<file path="src/rtl/if_fetch_unit.sv">
// Instruction-fetch producer for the IF stage.
// Owns the fetch PC, keeps exactly one request outstanding to instruction
// memory, and presents one fetched instruction on if_pc/if_inst. Handles the
// delayed-branch redirect from ID, exception flush, and drops stale responses
// that belong to a request issued before a flush.
module if_fetch_unit #(
  parameter logic [31:0] RESET_PC = 32'h0000_0000
) (
  input  logic        clk,
  input  logic        rst,
  input  logic [5:0]  stall,
  input  logic        flush,
  input  logic [31:0] new_pc,
  input  logic        branch_flag_i,
  input  logic [31:0] branch_target_address_i,
  output logic        inst_req,
  output logic [31:0] inst_addr,
  input  logic        inst_ack,
  input  logic [31:0] inst_rdata,
  output logic [31:0] if_pc,
  output logic [31:0] if_inst,
  output logic        stallreq_from_if
);

  // START: first request after reset; FETCH: waiting on our own request;
  // READY: instruction presented; DISCARD: waiting on a pre-flush request.
  typedef enum logic [1:0] {
    START   = 2'd0,
    FETCH   = 2'd1,
    READY   = 2'd2,
    DISCARD = 2'd3
  } state_t;

  state_t      state_q, state_d;
  logic        inst_req_q, inst_req_d;
  logic [31:0] inst_addr_q, inst_addr_d;
  logic [31:0] pc_q, pc_d;
  logic [31:0] if_pc_q, if_pc_d;
  logic [31:0] if_inst_q, if_inst_d;
  logic        pend_br_q, pend_br_d;
  logic [31:0] pend_tgt_q, pend_tgt_d;

  logic        ack_v;
  logic        br_cap;
  logic        consume;
  logic [31:0] pc_next;

  // Only stall[1] (IF) and stall[2] (ID) matter to this stage.
  logic unused_stall;
  assign unused_stall = &{1'b0, stall[5:3], stall[0]};

  // An ack only counts while our request is actually up.
  assign ack_v   = inst_ack & inst_req_q;
  // ID holds a taken branch and is advancing this edge.
  assign br_cap  = branch_flag_i & ~stall[2];
  // Presented instruction leaves IF this edge.
  assign consume = (state_q == READY) & ~stall[1];

  // A branch captured on the consume edge itself redirects immediately;
  // otherwise a pending target wins over sequential PC (wraps mod 2^32).
  always_comb begin
    pc_next = if_pc_q + 32'd4;
    if (br_cap)         pc_next = branch_target_address_i;
    else if (pend_br_q) pc_next = pend_tgt_q;
  end

  // Next-state and register updates; flush overrides everything else.
  always_comb begin
    state_d     = state_q;
    inst_req_d  = inst_req_q;
    inst_addr_d = inst_addr_q;
    pc_d        = pc_q;
    if_pc_d     = if_pc_q;
    if_inst_d   = if_inst_q;
    pend_br_d   = pend_br_q;
    pend_tgt_d  = pend_tgt_q;

    if (br_cap) begin
      pend_br_d  = 1'b1;
      pend_tgt_d = branch_target_address_i;
    end

    if (flush) begin
      pc_d      = new_pc;
      pend_br_d = 1'b0;
      case (state_q)
        START: begin
          state_d     = FETCH;
          inst_req_d  = 1'b1;
          inst_addr_d = new_pc;
        end
        FETCH: begin
          // Response to the old address is dropped either way; if it already
          // arrived the new request can go out right away.
          if (ack_v) inst_addr_d = new_pc;
          else       state_d     = DISCARD;
        end
        READY: begin
          state_d     = FETCH;
          inst_req_d  = 1'b1;
          inst_addr_d = new_pc;
        end
        DISCARD: begin
          if (ack_v) begin
            state_d     = FETCH;
            inst_addr_d = new_pc;
          end
        end
        default: state_d = START;
      endcase
    end else begin
      case (state_q)
        START: begin
          state_d     = FETCH;
          inst_req_d  = 1'b1;
          inst_addr_d = pc_q;
        end
        FETCH: begin
          if (ack_v) begin
            state_d    = READY;
            inst_req_d = 1'b0;
            if_pc_d    = inst_addr_q;
            if_inst_d  = inst_rdata;
          end
        end
        READY: begin
          if (consume) begin
            state_d     = FETCH;
            inst_req_d  = 1'b1;
            inst_addr_d = pc_next;
            pc_d        = pc_next;
            pend_br_d   = 1'b0;
          end
        end
        DISCARD: begin
          // Stale response arrives: drop it and fetch from the flush target.
          if (ack_v) begin
            state_d     = FETCH;
            inst_addr_d = pc_q;
          end
        end
        default: state_d = START;
      endcase
    end
  end

  // State and datapath registers, asynchronously reset.
  always_ff @(posedge clk or posedge rst) begin
    if (rst) begin
      state_q     <= START;
      inst_req_q  <= 1'b0;
      inst_addr_q <= 32'h0;
      pc_q        <= RESET_PC;
      if_pc_q     <= 32'h0;
      if_inst_q   <= 32'h0;
      pend_br_q   <= 1'b0;
      pend_tgt_q  <= 32'h0;
    end else begin
      state_q     <= state_d;
      inst_req_q  <= inst_req_d;
      inst_addr_q <= inst_addr_d;
      pc_q        <= pc_d;
      if_pc_q     <= if_pc_d;
      if_inst_q   <= if_inst_d;
      pend_br_q   <= pend_br_d;
      pend_tgt_q  <= pend_tgt_d;
    end
  end

  assign inst_req         = inst_req_q;
  assign inst_addr        = inst_addr_q;
  assign if_pc            = if_pc_q;
  assign if_inst          = if_inst_q;
  assign stallreq_from_if = (state_q != READY);

endmodule

</file>
<file path="config.mk">
export PLATFORM = sky130hd
export DESIGN_NAME = if_fetch_unit
export DESIGN_NICKNAME = d
export VERILOG_FILES = /design/src/rtl/if_fetch_unit.sv
export SDC_FILE = /design/constraint.sdc
export NUM_CORES = 1
export LEC_CHECK = 0
export ABC_AREA = 1
export CELL_PAD_IN_SITES_DETAIL_PLACEMENT = 1
export CELL_PAD_IN_SITES_GLOBAL_PLACEMENT = 2
export CORE_MARGIN = 4
export CORE_UTILIZATION = 35
export CTS_CLUSTER_SIZE = 8
export DETAILED_ROUTE_END_ITERATION = 16
export DONT_BUFFER_PORTS = 1
export PLACE_DENSITY_LB_ADDON = 0.1
export SLEW_MARGIN = 15
export SYNTH_ARGS = -nofsm -noshare
export SYNTH_HDL_FRONTEND = slang
export SYNTH_SLANG_ARGS = --single-unit
</file>
<file path="constraint.sdc">
create_clock -name clk -period 7.6 [get_ports clk]
set_input_delay 2.28 -clock clk [delete_from_list [all_inputs] [get_ports clk]]
set_output_delay 2.28 -clock clk [all_outputs]
set_load 0.01 [all_outputs]
</file>
* Word level (Yosys, flattened, before mapping)
Index checks and enable logic that the tools add are counted.
** Cells by class
- Reduce and logical (&&, ||, !) cells :: 12
- Equality and inequality tests :: 10
- Bitwise operators :: 6
- Add/sub/neg operators :: 1
- Mux-type cells :: 26
** Operators with widths (number)
- 32-bit two-way mux :: 8
- 32-bit one-hot mux with 3 select lines :: 1
- 32-bit one-hot mux with 2 select lines :: 1
- 32-bit by 3-bit adder with 32-bit output, second input constant :: 1
- 3-bit inequality test, second input constant :: 4
- 2-bit two-way mux :: 5
- 1-bit two-way mux :: 8
- 2-bit one-hot mux with 4 select lines :: 1
- 4-bit AND reduction :: 2
- 4-bit nonzero test :: 2
- 2-bit one-hot mux with 3 select lines :: 1
- 3-bit AND reduction :: 2
- 2-bit == test, second input constant :: 2
- 2-bit inequality test, second input constant :: 2
- 2-bit nonzero test :: 2
- 2-bit OR reduction :: 2
- 1-bit bitwise AND :: 3
- 3-bit by 2-bit inequality test with 1-bit output, second input constant :: 1
- 1-bit inverter :: 3
- 1-bit one-hot mux with 3 select lines :: 1
- 2-bit by 1-bit == test with 1-bit output, second input constant :: 1
- 2-bit logical NOT :: 1
- 2-bit AND reduction :: 1
** Word-level totals
- Flip-flop bits (word level) :: 164
- Input bits :: 107

* Depth between registers and ports, before layout
- Depth in word-level cells :: 6
- Mapped depth :: 13

* Worst setup path after synthesis
No wires, ideal clock.
- Path type :: flip-flop to output port
- From :: register state_q[0]
- To :: output port stallreq_from_if
- Buffers on the path :: 2
- Setup slack :: 4.268 ns
- Data required time :: 5.320 ns
- Arrival time :: 1.052 ns
- Cell stages (with the launch flop) :: 6
- Path through :: dfrtp_1 -> inv_1 -> ha_1 -> buf_4 -> inv_4 -> buf_2
** Between the ends
- Word-level cells in the longest chain between the ends :: 1
** RTL lines
- start: declaration :: RTL line 34 : state_t state_q, state_d;
- start signal: assignment :: RTL line 159 : state_q <= state_d;
- 2-bit inequality test :: RTL line 174 : assign stallreq_from_if = (state_q != READY);
- end: declaration :: RTL line 22 : output logic stallreq_from_if
Every way passes these cells.

* Worst setup path in the final report
- From :: input port branch_flag_i
- To :: register inst_addr_q[4], in the netlist inst_addr[4]
** Between the ends
- Word-level cells in the longest chain between the ends :: 5
** RTL lines
- start: declaration :: RTL line 14 : input logic branch_flag_i,
- 1-bit bitwise AND :: RTL line 55 : assign br_cap = branch_flag_i & ~stall[2];
- 32-bit two-way mux :: RTL line 63 : if (br_cap) pc_next = branch_target_address_i;
- 32-bit two-way mux :: RTL line 127 : if (consume) begin
- 32-bit one-hot mux with 3 select lines :: RTL line 112 : case (state_q)
- 32-bit two-way mux :: RTL line 83 : if (flush) begin
- end signal: assignment :: RTL line 161 : inst_addr_q <= inst_addr_d;
- end: declaration :: RTL line 36 : logic [31:0] inst_addr_q, inst_addr_d;
Every way passes these cells. The select of a mux whose other input is x is not followed.
A chain may end at the register's enable or synchronous reset.

==> reports/metrics.yaml <==
status: "complete, no violations"
firstDrtPassIters: 4
syn-instance-count: 1192
crit_chain: "inv_1 -> nor2_4 -> buf_4 -> a21oi_1 -> o21ai_0 -> nand2_1 -> o21ai_0 -> a31oi_1"
start_kind: "input port"
p_comb_share_pct: 31.7
power_leakage_nw: 4.67
async_flop_share_pct: 100
postLayoutCellArea_um2: 9500
coreArea_um2: 24500
setup_viol: 0
internal_power_mw: 2.00
critical-path-top-delay-family: "simple AND/OR/NAND/NOR gates"
critical_path.slowest_cell: "nor2_4"
setup_tns_ps: 0
fin_worst_skew_ps: 16.8
dieWidth_um: 166
ys_top_cells_by_area: "dfrtp_1 47%, nand2_1 17%, nor2_1 6.5%"
drt-initial-drc-count: 348
via_count: 7447
fmax_ghz: 0.251
critPathMaxFanout: 54
synth_nets: 1305
pwr-share-seq_pct: 46.2
synth_area_um2: 8750
grt_pass1_vias: 7648
slew_violations: 0
ff2ff_setup_slack_ps: 4700
nets: 1274
switching_share_pct: 45.2
synthTopCellsByCount: "387 x nand2_1, 164 x dfrtp_1, 152 x nor2_1, 110 x inv_1, 88 x o21ai_0"
cp.required_ps: 7890
drc: 0
dp_slack_ps: 3120
post_cts.repair.setup_buffers: 0
path_clk_slew_ps: 70
drv_cap: 0
crit_arrival_ps: 4280
start_util_pct: 35.8
dieArea_um2: 27600
setup_ws_ps: 3610
cts_sinks: 164
gp_congestion: 0.785
area_growth_pct: 8.58
diodes: 0
cts_tree: "yes"
yosysTopAreaCell: "dfrtp_1"
grt_max_degree: 70
synth.avg_cell_area_um2: 7.34
hpwlAfterDp_um: 19900
grt_setup_unrepaired: "false"
crit_type: "in2reg"
port_buffers: 0
final_hold_viol_count: 0
cts_buffers: 17
viasPerCell: 4.97
dp_cells: 1466
timing.hold.ws_ps: 488
power_density_nw_per_um2: 384
die_h_um: 166
stdcell_count: 1498
h-tree-depth: 4
ys_seq_area_share_pct: 46.9
path_common_cell: "o21ai_0"
grt_pass1_wl_um: 45800
grt_usage_pct: 21.1
slowest_delay_ps: 720
io_pins: 205
clockRootBuffer: "clkbuf_16"
power_switching_mw: 1.65
rows: 57
clockBufferDepth: 2
worst_pin_slew_ps: 976
yosysWarnings: 0
fin_crit_sh_pct: 52.5
yosys.area.top_type_share_pct: 46.9
synth-edff-count: 0
place_area_um2: 8960
wl_per_cell_um: 19.4
synth-main-ff-cell: "dfrtp_1"
min_period_ps: 3990
yosysMostFrequentCell: "nand2_1"
end_kind: "register"
vdd_drop_max_mv: 0.177
path_buf_inv: 2
layout-drive-gt1-share_pct: 8.60
ant_nets: 0
yosysUniqueCellTypes: 35
cts_resized: 0
wirelength_um: 29100
cts_hold_buf: 0
relSlewSlack_pct: 34.8
synth_seq_cells: 164
clk_latency_ps: 430
antenna_found_initial: 1
fillers: 3056
power_frac_clock_pct: 22.1
hold_class: "reg2reg"
grt_overflow: 0
## final timing paths
kind	endpoint	depth (start not counted)	from
worst max-delay path	inst_addr[4]	8	branch_flag_i
worst min-delay path	pc_q[6]	2	pc_q[6]
worst max register to register	pc_q[29]	9	state_q[0]
worst min register to register	pc_q[6]	2	pc_q[6]
max in group asynchronous	pc_q[11]	2	rst
min in group asynchronous	pc_q[21]	1	rst
## metrics by stage
| stage | utilization (%) | total power, mW |
|---|---|---|
| floorplan | - | 2.46 |
| global placement | 36.6 | 2.85 |
| detailed placement | 36.6 | 2.88 |
| CTS | 38.8 | 3.71 |
| global route | 38.8 | 3.96 |
| finish | 38.8 | 3.64 |
## power groups by stage
stage / clock [mW] / sequential (mW) / combinational, mW
global placement: 0 / 1.70 / 1.15
CTS: 0.829 / 1.70 / 1.18
detailed placement: 0 / 1.71 / 1.17
finish: 0.805 / 1.68 / 1.16
floorplan: 0 / 1.55 / 0.913
global route: 0.872 / 1.74 / 1.35
## cell families (layout without fill, tap and decap cells)
family	Yosys count	in the layout	synth area share (%)
buffers and inverters	177	159	8.24
and+or+nand+nor	620	620	29.6
xor gates and xnor gates	2	2	0.200
adders and majority gates	6	6	0.858
AOI/OAI and AO/OA	223	223	14.2
DFF	164	164	46.9
## final cells by class
| cell class | instances | area, um^2 | share of cell area (%) |
|---|---|---|---|
| clock buffer | 19 | 433 | 4.56 |
| sequential | 164 | 4100 | 43.2 |
| inverter | 118 | 450 | 4.74 |
| clock inverter | 13 | 103 | 1.08 |
| timing repair buffer | 9 | 67.6 | 0.711 |
| tap | 324 | 405 | 4.27 |
| multi-input combinational | 851 | 3940 | 41.4 |
## placed cells by master, fill, tap and decap left out, drive strengths merged
cell type  instances
nand2            397
a21oi             89
xor2               2
clkinv             5
a31oi             12
a22oi             10
nor3               1
o22ai              1
nand3b             1
o211ai             2
clkinvlp           6
o31ai              1
clkbuf            19
buf                9
ha                 6
nand3             51
dfrtp            164
inv              120
o21ai            108
nor2             169
nand4              1
## layer usage
layer	track usage, %	part of all wire (%)	vias to the layer above
li1	-	-	3685
met1	30.1	47	3592
met2	33.1	46	153
met3	5.09	5.8	15
met4	3.77	0.82	2
met5	0	0.069	-
## sequential cells by signal (all words and copies together) (netlist names)
register / cells
if_inst: 32
if_pc: 32
inst_addr: 32
inst_req: 1
pc_q: 32
pend_br_q: 1
pend_tgt_q: 32
state_q: 2
## tightest hold or removal path: cells and delay by family (launching register included)
kind | cells | cell delay, ps
simple gates | 2 | 120
flops | 1 | 350
Note: power is estimated with default switching activity, not from simulation.
